## config.mk

```make
export PLATFORM = sky130hd
export DESIGN_NAME = uart_frame_tx
export DESIGN_NICKNAME = d
export VERILOG_FILES = /design/src/rtl/uart_frame_tx.sv
export SDC_FILE = /design/constraint.sdc
export NUM_CORES = 1
export LEC_CHECK = 0
export ABC_AREA = 1
export CELL_PAD_IN_SITES_DETAIL_PLACEMENT = 1
export CELL_PAD_IN_SITES_GLOBAL_PLACEMENT = 1
export CORE_UTILIZATION = 39
export CTS_BUF_LIST = sky130_fd_sc_hd__clkbuf_2 sky130_fd_sc_hd__clkbuf_4 sky130_fd_sc_hd__clkbuf_8
export CTS_CLUSTER_DIAMETER = 60
export CTS_CLUSTER_SIZE = 10
export DETAILED_ROUTE_END_ITERATION = 10
export GPL_TIMING_DRIVEN = 0
export PLACE_DENSITY = 0.83
export SLEW_MARGIN = 5
export SYNTH_ARGS = -nofsm -noshare
export SYNTH_HDL_FRONTEND = slang
export SYNTH_SLANG_ARGS = --single-unit
```

## constraint.sdc

```tcl
create_clock -name clk_100 -period 1.7 [get_ports clk_100]
set_clock_uncertainty 0.05 [all_clocks]
set_input_delay 0.255 -clock clk_100 [delete_from_list [all_inputs] [get_ports clk_100]]
set_output_delay 0.255 -clock clk_100 [all_outputs]
set_load 0.01 [all_outputs]
```

## src/rtl/uart_frame_tx.sv

```systemverilog
// Outbound host-link framer: drains fifo2 into one SOF/payload/checksum/EOF
// packet, byte-stuffing markers, and hands each byte to the UART TX core.
module uart_frame_tx #(
  parameter int MAX_LEN = 256,
  parameter int CNT_W   = 9
) (
  input  logic             clk_100,
  input  logic             Reset_n,
  input  logic             start,
  input  logic             fifo_empty,
  input  logic [7:0]       fifo_dout,
  input  logic             fifo_valid,
  output logic             rd_en,
  input  logic             tx_busy,
  output logic [7:0]       tx_data,
  output logic             tx_en,
  output logic             busy,
  output logic             done,
  output logic [CNT_W-1:0] byte_count
);

  localparam logic [7:0] SOF     = 8'hFF;
  localparam logic [7:0] EOF     = 8'hFE;
  localparam logic [7:0] ESC     = 8'hFD;
  localparam logic [7:0] ESC_XOR = 8'h20;
  localparam logic [CNT_W-1:0] MAX_CNT = CNT_W'(MAX_LEN);

  typedef enum logic [3:0] {
    IDLE, SEND, WAIT_TX, FETCH, WAIT_RD, ESC2, CSUM, EOF_S, FIN
  } state_t;

  state_t           state_q, state_d;
  state_t           ret_q, ret_d;          // where to go once the UART byte completes
  state_t           esc_ret_q, esc_ret_d;  // where to go after the second escape byte
  logic [7:0]       tx_data_d;
  logic [7:0]       esc_byte_q, esc_byte_d;
  logic [7:0]       csum_q, csum_d;
  logic [CNT_W-1:0] count_q, count_d;
  logic [CNT_W-1:0] byte_count_d;
  logic             guard_q, guard_d;

  logic [7:0]       out_byte;
  state_t           out_next;

  function automatic logic needs_esc(input logic [7:0] b);
    return (b == SOF) || (b == EOF) || (b == ESC);
  endfunction

  // Payload bytes and the checksum share the same escape path.
  assign out_byte = (state_q == CSUM) ? csum_q : fifo_dout;
  assign out_next = (state_q == CSUM) ? EOF_S : FETCH;

  always_comb begin
    // NOTE: every signal written here gets a default first, so no path can infer a latch.
    state_d      = state_q;
    ret_d        = ret_q;
    esc_ret_d    = esc_ret_q;
    tx_data_d    = tx_data;
    esc_byte_d   = esc_byte_q;
    csum_d       = csum_q;
    count_d      = count_q;
    byte_count_d = byte_count;
    guard_d      = guard_q;
    rd_en        = 1'b0;
    tx_en        = 1'b0;
    done         = 1'b0;
    busy         = (state_q != IDLE) && (state_q != FIN);

    case (state_q)
      IDLE: begin
        if (start) begin
          tx_data_d = SOF;
          ret_d     = FETCH;
          count_d   = '0;
          csum_d    = '0;
          state_d   = SEND;
        end
      end

      SEND: begin
        if (!tx_busy) begin
          tx_en   = 1'b1;
          guard_d = 1'b1;
          state_d = WAIT_TX;
        end
      end

      WAIT_TX: begin
        // The UART may raise tx_busy a cycle late, so the first cycle is not trusted.
        if (guard_q) begin
          guard_d = 1'b0;
        end else if (!tx_busy) begin
          state_d = ret_q;
          // Publish the count on entry to FIN so it is valid alongside done.
          if (ret_q == FIN) byte_count_d = count_q;
        end
      end

      FETCH: begin
        if ((count_q == MAX_CNT) || fifo_empty) begin
          state_d = CSUM;
        end else begin
          rd_en   = 1'b1;
          state_d = WAIT_RD;
        end
      end

      WAIT_RD, CSUM: begin
        if ((state_q == CSUM) || fifo_valid) begin
          if (state_q == WAIT_RD) begin
            csum_d  = csum_q + fifo_dout;
            count_d = count_q + CNT_W'(1);
          end
          if (needs_esc(out_byte)) begin
            tx_data_d  = ESC;
            esc_byte_d = out_byte ^ ESC_XOR;
            esc_ret_d  = out_next;
            ret_d      = ESC2;
          end else begin
            tx_data_d  = out_byte;
            ret_d      = out_next;
          end
          state_d = SEND;
        end
      end

      ESC2: begin
        tx_data_d = esc_byte_q;
        ret_d     = esc_ret_q;
        state_d   = SEND;
      end

      EOF_S: begin
        tx_data_d = EOF;
        ret_d     = FIN;
        state_d   = SEND;
      end

      FIN: begin
        done    = 1'b1;
        state_d = IDLE;
      end

      default: state_d = IDLE;
    endcase
  end

  always_ff @(posedge clk_100 or negedge Reset_n) begin
    if (!Reset_n) begin
      state_q    <= IDLE;
      ret_q      <= IDLE;
      esc_ret_q  <= IDLE;
      tx_data    <= '0;
      esc_byte_q <= '0;
      csum_q     <= '0;
      count_q    <= '0;
      byte_count <= '0;
      guard_q    <= 1'b0;
    end else begin
      // NOTE: non-blocking assignments keep every register sampling pre-edge values.
      state_q    <= state_d;
      ret_q      <= ret_d;
      esc_ret_q  <= esc_ret_d;
      tx_data    <= tx_data_d;
      esc_byte_q <= esc_byte_d;
      csum_q     <= csum_d;
      count_q    <= count_d;
      byte_count <= byte_count_d;
      guard_q    <= guard_d;
    end
  end

endmodule

```

==> run summary, run 1 <==
Status: complete, but fails checks
Failing checks: negative setup slack
Post-DRT Antenna Nets: 0
H-tree levels: 2
Die ar.: 0.00779 mm^2
Die height: 88.2 um
All-Layer GR Usage: 0.258
DR pass1 iterations: 4
Seq cells post-synth: 53
Rel. slew slack: 0.592
Share of cells above drive strength 1: 0.373
Initial antenna violation count: 0
# IOs: 35
Synth warn: 0
Cell count after placement: 482
Worst Setup Path Type: reg2reg
Post-Synthesis Cells: 348
Maximum clock rate: 516 MHz
Hold path depth: 2
Max Slew Vio Count: 0
Worst Path Arrival: 2.11 ns
Non-Filler Instances: 533
Mapped Nets: 372
PnR worst setup slack: -0.240 ns
Final WL: 9.85 mm
Min Tclk post-route: 1.94 ns
Core area: 0.00721 mm^2
Leak: 1.96 nW
Initial Util: 0.402
FP Rows: 31
Final HPWL DP: 5.57 mm
DRT iter0 DRCs: 110
Area after DPL: 0.00338 mm^2
Mapped Area: 0.00290 mm^2
Crit. End Element: flip-flop
Final period utilization: 1.14
Async set or reset register ratio after synthesis: 1.00
EDFF count, synth: 0
CTS tree: built
Setup violators final: 42
Final hold violation count: 0
Clock sinks: 53
Crit path launch type: flip-flop
Pin slew with the least headroom to its limit: 0.612 ns
Synth Flop Type: dfrtp_1
CTS Buffer Depth: 2
R2R depth: 10
GPL Wtd Cong: 0.793
First-pass GRT wire length: 15.0 mm
GRT overflow: 0
Cell variety after synth: 40
Post-layout nets: 458
RSZ-0062 raised after global routing: yes
Avg Cell Area, Syn: 8.33 um^2
Finished Cell Area: 0.00417 mm^2
Min Hold Slack: 0.414 ns
Vias in the first global route: 3058
Worst Path Required: 1.87 ns
Pwr Density: 1570 mW/mm^2
Clk_lat worst skew: 0.32 ns
# Max-Cap Violations: 0
Peak supply drop: 0.519 mV
Worst hold-check path type: reg2reg
Drt drc: 0
Worst Path Max Fanout: 5
Clock transition at path regs: 0.10 ns
Setup Slack @ Placement: -0.629 ns
Final Util: 0.578
Via density: 5.29
Largest net degree at the start of global routing: 30
Via Count: 2821
Port Buf Inserts: 34
Area Growth Syn to Fin: 43.8%
Sequential fraction of the synthesis area: 0.457
Die width: 88.2 um
Clock Root Buffer: clkbuf_8
Diodes inserted: 0
TritonCTS buffer count: 5
Routed wire per std cell: 18.5 um
==> worst paths after layout <==
kind / start / endpoint / slack (ns)
worst max-delay path: state_q[3] / esc_byte_q[0] / -0.24
worst min-delay path: esc_byte_q[3] / esc_byte_q[3] / 0.41
worst max register to register: state_q[3] / esc_byte_q[0] / -0.24
worst min register to register: esc_byte_q[3] / esc_byte_q[3] / 0.41
max in group asynchronous: Reset_n / csum_q[0] / 0.61
min in group asynchronous: Reset_n / state_q[0] / 0.42
==> timing repair <==
item,CTS,global route
cloned,2,0
pin swaps,20,12
buffers inserted,30,11
endpoints found under the setup margin,57,56
hold buffers,1,0
resized for setup,76,63
hold endpoints to repair,24,0
==> metrics by stage <==
stage | TNS (ns) | power (mW)
floorplan | 0 | 3.60
global placement | -73.86 | 4.29
detailed placement | -6.16 | 4.40
CTS | -0.959 | 5.95
global route | -8.45 | 6.93
finish | -5.73 | 6.54
==> metal layers <==
metal  routed length, um  up-vias  GRT usage
met5                   0        -          0
met3                 321       26     0.0410
met4                 308        0      0.119
met1                3980     1413      0.299
li1                    -     1308          -
met2                5240       74      0.465
==> synth_stat cells, types with 4 or more instances <==
master / n / area share
nand2_1: 98 / 0.13
dfrtp_1: 53 / 0.46
inv_1: 33 / 0.043
nor2_1: 25 / 0.032
o21ai_0: 25 / 0.043
a21oi_1: 18 / 0.031
nand3_1: 17 / 0.029
ha_1: 9 / 0.039
inv_2: 9 / 0.012
nor3_1: 5 / 0.0086
o21ai_2: 5 / 0.015
buf_6: 4 / 0.016
==> cell type report <==
cell class              instances  area [um^2]
clock buffers                   6         82.6
clock inverters                 1         7.51
multi-input cells             247         1680
flip-flops and latches         53         1330
inverters                      42          178
repair buffers                 79          702
well taps                      99          124
plain buffers                   6         71.3
fillers                       855         3040
==> cells in the final DEF, fill, tap and decap left out, types with 7 or more instances in the layout <==
cell	n
a21oi_1	14
nand2_4	8
inv_1	24
nor2_1	14
nand2_2	23
nand3_1	10
nand2_1	71
o21ai_1	10
inv_2	11
dfrtp_1	52
nor2_4	11
buf_4	37
o21ai_0	14
o21ai_2	8
clkdlybuf4s50_1	26
buf_6	7
==> power by group <==
group	total (mW)	switching, mW	internal [mW]
combinational	4.01	2.29	1.71
sequential	1.76	0.228	1.53
clock	0.771	0.447	0.324
total	6.54	2.97	3.57
==> registers in the layout, summed over array words and instances, names as in the netlist <==
name / count
count_q: 9
csum_q: 8
byte_count: 9
esc_byte_q: 8
guard_q: 1
esc_ret_q: 2
state_q: 4
tx_data: 8
ret_q: 4
==> kinds of logic after synthesis <==
group	Yosys count	share of synthesized area
XOR/XNOR	5	0.0151
AND/OR/NAND/NOR	167	0.272
AO/OA/AOI/OAI	65	0.136
flip-flops	53	0.457
buffers and inverters	48	0.0742
adder cells (fa/ha/maj)	10	0.0457
==> worst max-delay path, stage by stage (launching register included) <==
cell     delay, ns
dfrtp_1       0.44
nor2_4        0.28
buf_6         0.18
nand3_1       0.07
nand2_1       0.10
nand2_1       0.10
nor2_4        0.12
nand4_1       0.19
buf_6         0.20
nand2_2       0.06
o21ai_2       0.05
Power figures use the tool's default switching activity.
==> run 2, diff against run 1 <==
--- a/config.mk
+++ b/config.mk
@@ -6,7 +6,7 @@
 export NUM_CORES = 1
 export LEC_CHECK = 0
 export ABC_AREA = 1
-export CELL_PAD_IN_SITES_DETAIL_PLACEMENT = 1
+export CELL_PAD_IN_SITES_DETAIL_PLACEMENT = 0
 export CELL_PAD_IN_SITES_GLOBAL_PLACEMENT = 1
 export CORE_UTILIZATION = 39
 export CTS_BUF_LIST = sky130_fd_sc_hd__clkbuf_2 sky130_fd_sc_hd__clkbuf_4 sky130_fd_sc_hd__clkbuf_8
==> run summary, run 2 (synthesized netlist as in run 1, its figures left out) <==
Status: complete, but fails checks
Failing checks: negative setup slack
Final period utilization: 1.09 (-0.0503)
Largest net degree at the start of global routing: 30 (unchanged)
Area Growth Syn to Fin: 53.7%
Maximum clock rate: 539 MHz (+4.6%)
Crit. End Element: flip-flop
Clock sinks: 53 (unchanged)
Worst Path Required: 1.86 ns (about the same)
Setup violators final: 26 (-38%)
Initial antenna violation count: 0 (unchanged)
Share of cells above drive strength 1: 0.419 (+0.0456)
Final hold violation count: 0 (unchanged)
Leak: 2.07 nW (+5.7%)
Via Count: 2660 (-5.7%)
# Max-Cap Violations: 0 (unchanged)
Diodes inserted: 0 (unchanged)
Sum Neg Setup Slack: -2.10 ns (+3.63 ns)
Rel. slew slack: 0.605 (+0.0127)
Worst hold-check path type: reg2reg
H-tree levels: 2 (unchanged)
PnR worst setup slack: -0.154 ns (+0.0854 ns)
Vias in the first global route: 2459 (-20%)
Commonest cells after routing, fill and taps aside: nand2_1 (64), dfrtp_1 (50), buf_4 (36), nand2_2 (28)
Die height: 88.2 um (unchanged)
Max Slew Vio Count: 0 (unchanged)
Pwr Density: 1630 mW/mm^2 (+4.0%)
Post-DRT Antenna Nets: 0 (unchanged)
Die ar.: 0.00779 mm^2 (unchanged)
Min Tclk post-route: 1.85 ns (-0.0854 ns)
Final Power: 7.27 mW (+11%)
Drt drc: 0 (unchanged)
Via density: 4.90 (-7.4%)
Routed wire per std cell: 14.4 um (-22%)
DRT iter0 DRCs: 107 (-2.7%)
Worst Setup Path Type: reg2reg
TritonCTS buffer count: 5 (unchanged)
Port Buf Inserts: 34 (unchanged)
Top Registers: byte_count (9), count_q (9)
Clock transition at path regs: 0.10 ns (about the same)
# IOs: 35 (unchanged)
All-Layer GR Usage: 0.195 (-0.0627)
Final HPWL DP: 4.81 mm (-14%)
Core area: 0.00721 mm^2 (unchanged)
DR pass1 iterations: 4 (unchanged)
Initial Util: 0.402 (unchanged)
Die width: 88.2 um (unchanged)
CTS tree: built
Commonest non-fill, non-tap cell in the layout: nand2_1
Post-layout nets: 467 (+2.0%)
Worst Path Arrival: 2.01 ns (-0.10 ns)
Worst Path Max Fanout: 7 (+2)
RSZ-0062 raised after global routing: yes
GRT overflow: 0 (unchanged)
First-pass GRT wire length: 11.6 mm (-23%)
Final WL: 7.83 mm (-21%)
Crit path launch type: flip-flop
Pin slew with the least headroom to its limit: 0.593 ns (-0.0190 ns)
Peak supply drop: 0.685 mV (+32%)
FP Rows: 31 (unchanged)
CTS Buffer Depth: 2 (unchanged)
Clock Root Buffer: clkbuf_8
GPL Wtd Cong: 0.793 (unchanged)
Clk_lat worst skew: 0.31 ns (about the same)
==> run 2: layout make-up <==
cell class | count | area [um^2]
Buffer | 5 | 63.8
Clock buffer | 6 | 76.3
Clock inverter | 2 | 38.8
Fill cell | 631 | 2760
Inverter | 42 | 185
Multi-Input combinational cell | 248 | 1780
Sequential cell | 53 | 1330
Tap cell | 99 | 124
Timing Repair Buffer | 88 | 862
==> run 2: what timing repair did <==
item                                   in CTS  in global routing
pin swaps                                   7                 37
hold buffers                                1                  0
endpoints found under the hold margin      24                  0
setup buffers                              14                 36
gates cloned                                1                  2
resized for setup                          46                128
setup endpoints to repair                  50                 55
==> run 2: routing by layer <==
layer / track usage / share of wire
met3: 0.0336 / 0.037
met1: 0.267 / 0.46
met5: 0 / 0
met4: 0.0455 / 0.0087
met2: 0.324 / 0.50
==> run 2: worst max-delay path, stage by stage, from the launching register on <==
cell and delay (ns):
dfrtp_2 0.44, buf_12 0.15, nor2_8 0.17, buf_12 0.14, nand3_2 0.08, nand2_2 0.08
nand2_2 0.07, nor2_4 0.09, nand4_1 0.19, buf_6 0.21, nand2_2 0.05, nand2_1 0.05
==> run 2: where the power goes <==
| group | leakage [nW] | switching [mW] | internal [mW] |
|---|---|---|---|
| clock network | 0.0588 | 0.438 | 0.459 |
| logic | 1.34 | 2.35 | 2.22 |
| registers | 0.670 | 0.262 | 1.54 |
==> run 2: path summary, 6_finish.rpt <==
kind	depth (start not counted)	startpoint	slack [ns]	endpoint
max	11	state_q[0]	-0.15	esc_byte_q[1]
min	2	esc_byte_q[4]	0.41	esc_byte_q[4]
max reg2reg	11	state_q[0]	-0.15	esc_byte_q[1]
min reg2reg	2	esc_byte_q[4]	0.41	esc_byte_q[4]
max in group asynchronous	3	Reset_n	0.60	csum_q[4]
min in group asynchronous	2	Reset_n	0.42	state_q[0]
==> run 2: metrics by stage <==
stage                     utilization  std cells  instance area, um^2  setup WS, ns  hold slack (ns)
after global routing            0.618        543                 4460        -0.258            0.418
after CTS                       0.515        506                 3720        -0.109            0.411
after floorplan                     -        348                 2900       0.00705          -0.0906
after detailed placement        0.469        482                 3380        -0.567            0.248
after global placement          0.467        481                 3370         -1.31            0.382
final                           0.618        543                 4460        -0.154            0.408
